File: src/rtl/yarc_pkg.sv
// Shared core-wide defaults for the yarc pipeline.
// Holds only constants; no logic, no latency, no backpressure.
// Imported by the decode-stage register file and its helpers.
package yarc_pkg;
    localparam int XLEN_DEFAULT = 32;
    localparam int NREG_DEFAULT = 32;
endpackage

File: src/rtl/sb_counter.sv
// Per-register pending-write counter, saturating at 0 and MAXPEND.
// Latency: cnt updates one cycle after inc/dec; eff and flags are combinational.
// Backpressure: none here; the caller must gate inc when eff == MAXPEND.
module sb_counter #(
    parameter int MAXPEND = 3,
    parameter int CW      = $clog2(MAXPEND + 1)
) (
    input  logic          clk,
    input  logic          rst,
    input  logic          inc,
    input  logic          dec_a,
    input  logic          dec_b,
    output logic [CW-1:0] cnt,
    output logic [CW-1:0] eff,
    output logic          underflow,
    output logic          overflow
);
    logic [1:0]    dec_n;
    logic [CW+1:0] cnt_x;
    logic [CW+1:0] dec_x;
    logic [CW+1:0] after_dec;
    logic [CW-1:0] cnt_nxt;

    assign dec_n = {1'b0, dec_a} + {1'b0, dec_b};
    assign cnt_x = {2'b00, cnt};
    assign dec_x = {{CW{1'b0}}, dec_n};

    // Decrements are applied before the increment: a same-cycle issue never
    // absorbs a stray writeback for a register that had nothing in flight.
    assign underflow = dec_x > cnt_x;
    assign after_dec = underflow ? '0 : (cnt_x - dec_x);
    assign eff       = after_dec[CW-1:0];
    assign overflow  = inc && (after_dec == (CW+2)'(MAXPEND));
    assign cnt_nxt   = (inc && !overflow) ? (after_dec[CW-1:0] + 1'b1) : after_dec[CW-1:0];

    always_ff @(posedge clk or negedge rst) begin
        if (!rst) begin
            cnt <= '0;
        end else begin
            cnt <= cnt_nxt;
        end
    end
endmodule

File: src/rtl/regfile_sb.sv
// Register file with registered, write-first read ports and a pending-write scoreboard.
// Latency: read data 1 cycle after rd_en; issue decision combinational in the same cycle.
// Backpressure: iss_ready drops on a source hazard or a saturated destination counter.
module regfile_sb
    import yarc_pkg::*;
#(
    parameter int XLEN    = XLEN_DEFAULT,
    parameter int NREG    = NREG_DEFAULT,
    parameter int NRD     = 2,
    parameter int MAXPEND = 3,
    parameter int AW      = $clog2(NREG),
    parameter int CW      = $clog2(MAXPEND + 1)
) (
    input  logic              clk,
    input  logic              rst,
    input  logic              rd_en,
    input  logic [NRD*AW-1:0] rd_addr,
    output logic [NRD*XLEN-1:0] rd_data,
    input  logic              wb_valid,
    input  logic [AW-1:0]     wb_rd,
    input  logic [XLEN-1:0]   wb_data,
    input  logic              iss_valid,
    input  logic              iss_we,
    input  logic [AW-1:0]     iss_rd,
    input  logic [NRD-1:0]    iss_src_used,
    output logic              iss_ready,
    input  logic              kill_valid,
    input  logic [AW-1:0]     kill_rd,
    output logic              busy,
    output logic              err
);
    logic [XLEN-1:0] regs [NREG];
    logic [CW-1:0]   pend [NREG];
    logic [CW-1:0]   eff  [NREG];
    logic [NREG-1:0] uf;
    logic [NREG-1:0] ovf;
    logic [NRD-1:0]  src_haz;
    logic            wb_hit;
    logic            dst_sat;
    logic            iss_fire;

    assign wb_hit   = wb_valid && (wb_rd != '0);
    assign iss_fire = iss_valid && iss_ready && iss_we;

    always_ff @(posedge clk or negedge rst) begin
        if (!rst) begin
            for (int r = 0; r < NREG; r++) begin
                regs[r] <= '0;
            end
        end else if (wb_hit) begin
            regs[wb_rd] <= wb_data;
        end
    end

    // Register 0 has no counter; it is never pending.
    assign pend[0] = '0;
    assign eff[0]  = '0;
    assign uf[0]   = 1'b0;
    assign ovf[0]  = 1'b0;

    for (genvar r = 1; r < NREG; r++) begin : g_sb
        sb_counter #(
            .MAXPEND (MAXPEND),
            .CW      (CW)
        ) u_cnt (
            .clk       (clk),
            .rst       (rst),
            .inc       (iss_fire && (iss_rd == AW'(r))),
            .dec_a     (wb_valid && (wb_rd == AW'(r))),
            .dec_b     (kill_valid && (kill_rd == AW'(r))),
            .cnt       (pend[r]),
            .eff       (eff[r]),
            .underflow (uf[r]),
            .overflow  (ovf[r])
        );
    end

    for (genvar i = 0; i < NRD; i++) begin : g_rd
        logic [AW-1:0]   addr;
        logic [XLEN-1:0] rd_q;

        assign addr = rd_addr[i*AW +: AW];

        always_ff @(posedge clk or negedge rst) begin
            if (!rst) begin
                rd_q <= '0;
            end else if (rd_en) begin
                if (addr == '0) begin
                    rd_q <= '0;
                end else if (wb_hit && (wb_rd == addr)) begin
                    rd_q <= wb_data;
                end else begin
                    rd_q <= regs[addr];
                end
            end
        end

        assign rd_data[i*XLEN +: XLEN] = rd_q;
        assign src_haz[i] = iss_src_used[i] && (addr != '0) && (eff[addr] != '0);
    end

    assign dst_sat   = iss_we && (iss_rd != '0) && (eff[iss_rd] == CW'(MAXPEND));
    assign iss_ready = !(|src_haz) && !dst_sat;

    always_comb begin
        busy = 1'b0;
        for (int r = 1; r < NREG; r++) begin
            busy = busy | (pend[r] != '0);
        end
    end

    always_ff @(posedge clk or negedge rst) begin
        if (!rst) begin
            err <= 1'b0;
        end else if ((|uf) || (|ovf)) begin
            err <= 1'b1;
        end
    end
endmodule

File: config.mk
export PLATFORM = sky130hd
export DESIGN_NAME = regfile_sb
export DESIGN_NICKNAME = d
export VERILOG_FILES = /design/src/rtl/yarc_pkg.sv /design/src/rtl/sb_counter.sv /design/src/rtl/regfile_sb.sv
export SDC_FILE = /design/constraint.sdc
export NUM_CORES = 2
export LEC_CHECK = 0
export BUFFER_PORTS_ARGS = -buffer_cell sky130_fd_sc_hd__buf_2
export CELL_PAD_IN_SITES_DETAIL_PLACEMENT = 1
export CELL_PAD_IN_SITES_GLOBAL_PLACEMENT = 2
export CORE_ASPECT_RATIO = 0.75
export CORE_MARGIN = 2
export CORE_UTILIZATION = 48
export DETAILED_ROUTE_END_ITERATION = 10
export GPL_ROUTABILITY_DRIVEN = 0
export GPL_TIMING_DRIVEN = 0
export PLACE_DENSITY = 0.88
export SYNTH_ARGS = -nofsm -noshare
export SYNTH_HDL_FRONTEND = slang
export SYNTH_SLANG_ARGS = --single-unit
File: constraint.sdc
create_clock -name clk -period 7.6 [get_ports clk]
set_input_delay 0.76 -clock clk [delete_from_list [all_inputs] [get_ports clk]]
set_output_delay 0.76 -clock clk [all_outputs]
set_load 0.02 [all_outputs]
==> impl_metrics.json <==
{
  "htree_levels": 3,
  "firstDrtPassIters": 5,
  "seqCellArea_um2": 28800,
  "multi_input_area_um2": 33100,
  "cp.arrival_ns": 6.99,
  "status": "finished, violations left",
  "min_path_type": "input port to flip-flop",
  "die_h_um": 322,
  "design_area_um2": 71900,
  "clkSlewWorstSetupHoldPaths_ns": 0.06,
  "synth_cells": 5414,
  "dp_hpwl_um": 187000,
  "clk_latency_ns": 0.77,
  "fp.dieW_um": 428,
  "slew_headroom_pct": -6.16,
  "dieArea_um2": 138000,
  "post-place-cells": 7317,
  "endpoint_kind": "primary output",
  "p_seq_share_pct": 42.0,
  "port_buffers": 124,
  "antenna_found_initial": 6,
  "pre_cts_ws_ns": -0.161,
  "startpoint_type": "input port",
  "fill_cells": 13700,
  "period_share_pct": 102,
  "grt_start_max_net_pins": 166,
  "net-switching-power_mw": 6.47,
  "drcViolationCount": 0,
  "crit_path_max_fanout": 10,
  "synth_top_area_share_pct": 44.6,
  "maxCapViolations": 7,
  "cts_max_path_buffers": 3,
  "p_int_mw": 13.6,
  "violations": "max-capacitance violations, max-slew violations, negative setup slack",
  "required_ns": 6.84,
  "synth_edf_count": 0,
  "avgSynthCellArea_um2": 11.9,
  "clock_skew_ns": 0.0271,
  "pin_count": 133,
  "post-route-util_pct": 53.9,
  "cts_buffers": 117,
  "most-common-layout-cells": "nand2_1 (1,594), dfrtp_1 (1,151), mux4_2 (648), mux2_2 (534), clkbuf_1 (352)",
  "rows": 116,
  "synth_top_area_cell": "dfrtp_1",
  "layout.nets": 5860,
  "grt_pass1_wl_um": 374000,
  "grtUsageTotal_pct": 38.1,
  "syn_area_um2": 64600,
  "area_growth_pct": 11.3,
  "final_cells": 7541,
  "overflow": 0,
  "placed_cell_area_um2": 67700,
  "drtIter0Drc": 6335,
  "hold_viol": 0,
  "pwr-share-comb_pct": 26.2,
  "routed_wl_um": 258000,
  "yosysWarnings": 0,
  "leakage_nw": 32.7,
  "clockPowerShare_pct": 31.8,
  "root_buffer": "clkbuf_16",
  "synth.distinct_cells": 74,
  "viasPerCell": 6.61,
  "wl_per_cell_um": 34.2,
  "floorplan.initialDensity_pct": 48.4,
  "fmax_ghz": 0.129,
  "yosys-top-cells-area": "dfrtp_1 (45%), mux4_2 (23%), mux2_2 (9.3%), nand2_1 (9.3%), clkbuf_1 (2.0%)",
  "mostFrequentLayoutCell": "nand2_1",
  "critical_path_class": "input port to primary output",
  "vdd_ir_drop_max_mv": 0.212,
  "seq_area_frac_synth_pct": 44.6,
  "p_per_area_nw_per_um2": 279,
  "finalSetupViolations": 1,
  "total_power_mw": 20.1,
  "finalHoldWorstSlack_ns": 0.317,
  "finalWorstSetupSlack_ns": -0.149,
  "synth.ff_latch_count": 1151,
  "cts.sinks": 1151,
  "layout-drive-gt1-share_pct": 28.6,
  "core_area_um2": 134000,
  "synth_nets": 5604,
  "grt_pass1_vias": 52000,
  "synth_ff_type": "dfrtp_1",
  "p_sw_share_pct": 32.2,
  "drtAntennaViolNets": 0,
  "ys_async_sr_fraction_pct": 100,
  "tns_ns": -0.149,
  "min_period_ns": 7.75,
  "worstMarginPinSlew_ns": 1.59,
  "vias": 49800,
  "cts_tree": "done",
  "cts_setup_buffers": 0,
  "drv_slew": 66
}
==> final cells by class <==
cell class | instances | share of cell area, %
timing repair buffer | 138 | 1.33
buffer | 481 | 2.71
multi-input combinational | 3574 | 46.0
clock inverter | 39 | 0.812
clock buffer | 177 | 4.92
inverter | 207 | 1.08
antenna | 4 | 0.0139
sequential | 1151 | 40.0
tap | 1770 | 3.08
==> power by group through the flow <==
stage / clock (mW) / sequential (mW) / combinational (mW)
floorplan: 0 / 8.19 / 3.48
global placement: 0 / 8.36 / 4.94
detailed placement: 0 / 8.47 / 5.14
CTS: 6.39 / 8.38 / 5.19
global route: 6.62 / 8.57 / 5.62
finish: 6.38 / 8.43 / 5.26
==> registers in the layout, summed over array words and instances, names as in the netlist <==
register	count
regs	1024
g_rd.rd_q	64
g_sb.u_cnt.cnt	62
err	1
==> metal layers <==
layer | track usage, % | vias to the layer above | wire, µm
met1 | 54.6 | 26800 | 107000
met4 | 17.0 | 6 | 13600
met3 | 10.8 | 582 | 27500
met2 | 53.9 | 2765 | 110000
li1 | - | 19700 | -
met5 | 0 | - | 67
==> cell usage after synthesis, drive strengths merged (7+ instances only) <==
| master | n |
|---|---|
| o21ai | 52 |
| nor2 | 85 |
| nand4 | 16 |
| fa | 31 |
| o22ai | 70 |
| clkbuf | 339 |
| nor3 | 7 |
| mux2 | 545 |
| dfrtp | 1151 |
| xor2 | 26 |
| nand2b | 35 |
| o221ai | 12 |
| nor2b | 51 |
| nor4 | 29 |
| ha | 93 |
| nand3 | 19 |
| nor4b | 12 |
| buf | 143 |
| mux2i | 35 |
| nand2 | 1594 |
| mux4 | 648 |
| nand3b | 7 |
| a21oi | 71 |
| and2 | 26 |
| inv | 206 |
| xnor2 | 15 |
| and4bb | 13 |
==> worst max-delay path: stages <==
cell and delay [ns]:
buf_2 0.14, clkbuf_1 0.40, nand3b_1 0.23, nor2_1 1.04
clkdlybuf4s15_1 1.11, ha_1 0.43, ha_1 0.20, inv_1 0.07
fa_1 0.46, and2_1 0.21, mux2_2 0.27, a211o_1 0.29
o22a_1 0.23, mux2i_1 0.22, a22oi_2 0.23, buf_4 0.28
nor2_1 0.18, buf_2 0.19
==> logic make-up (layout without fill, tap and decap cells) <==
kind of cell,after synthesis,after routing,synth area share (%)
DFF,1151,1151,44.6
buffers and inverters,689,1042,4.19
adders and majority gates,124,124,2.76
other,0,4,0
xor gates and xnor gates,41,41,0.556
AOI/OAI and AO/OA,257,257,2.48
and+or+nand+nor,1924,1924,12.8
muxes,1228,1228,32.6
==> repair_timing <==
item,4_1_cts,5_1_grt
hold buffers,1,0
endpoints found under the hold margin,78,0
setup endpoints to repair,0,1
resized for setup,0,7
==> final timing paths <==
kind,startpoint,endpoint,slack (ns),cells after the start
setup / recovery,wb_rd[1],iss_ready,-0.15,18
hold reg to reg,regs[1010],regs[1010],0.48,1
hold / removal,wb_data[26],regs[58],0.32,2
max in group asynchronous,rst,regs[422],4.21,6
min in group asynchronous,rst,g_rd[0].rd_q[24],0.53,2
setup reg to reg,g_sb[14].u_cnt.cnt[0],g_sb[7].u_cnt.cnt[1],3.17,12
No activity file was read; power rests on OpenSTA's default activity.
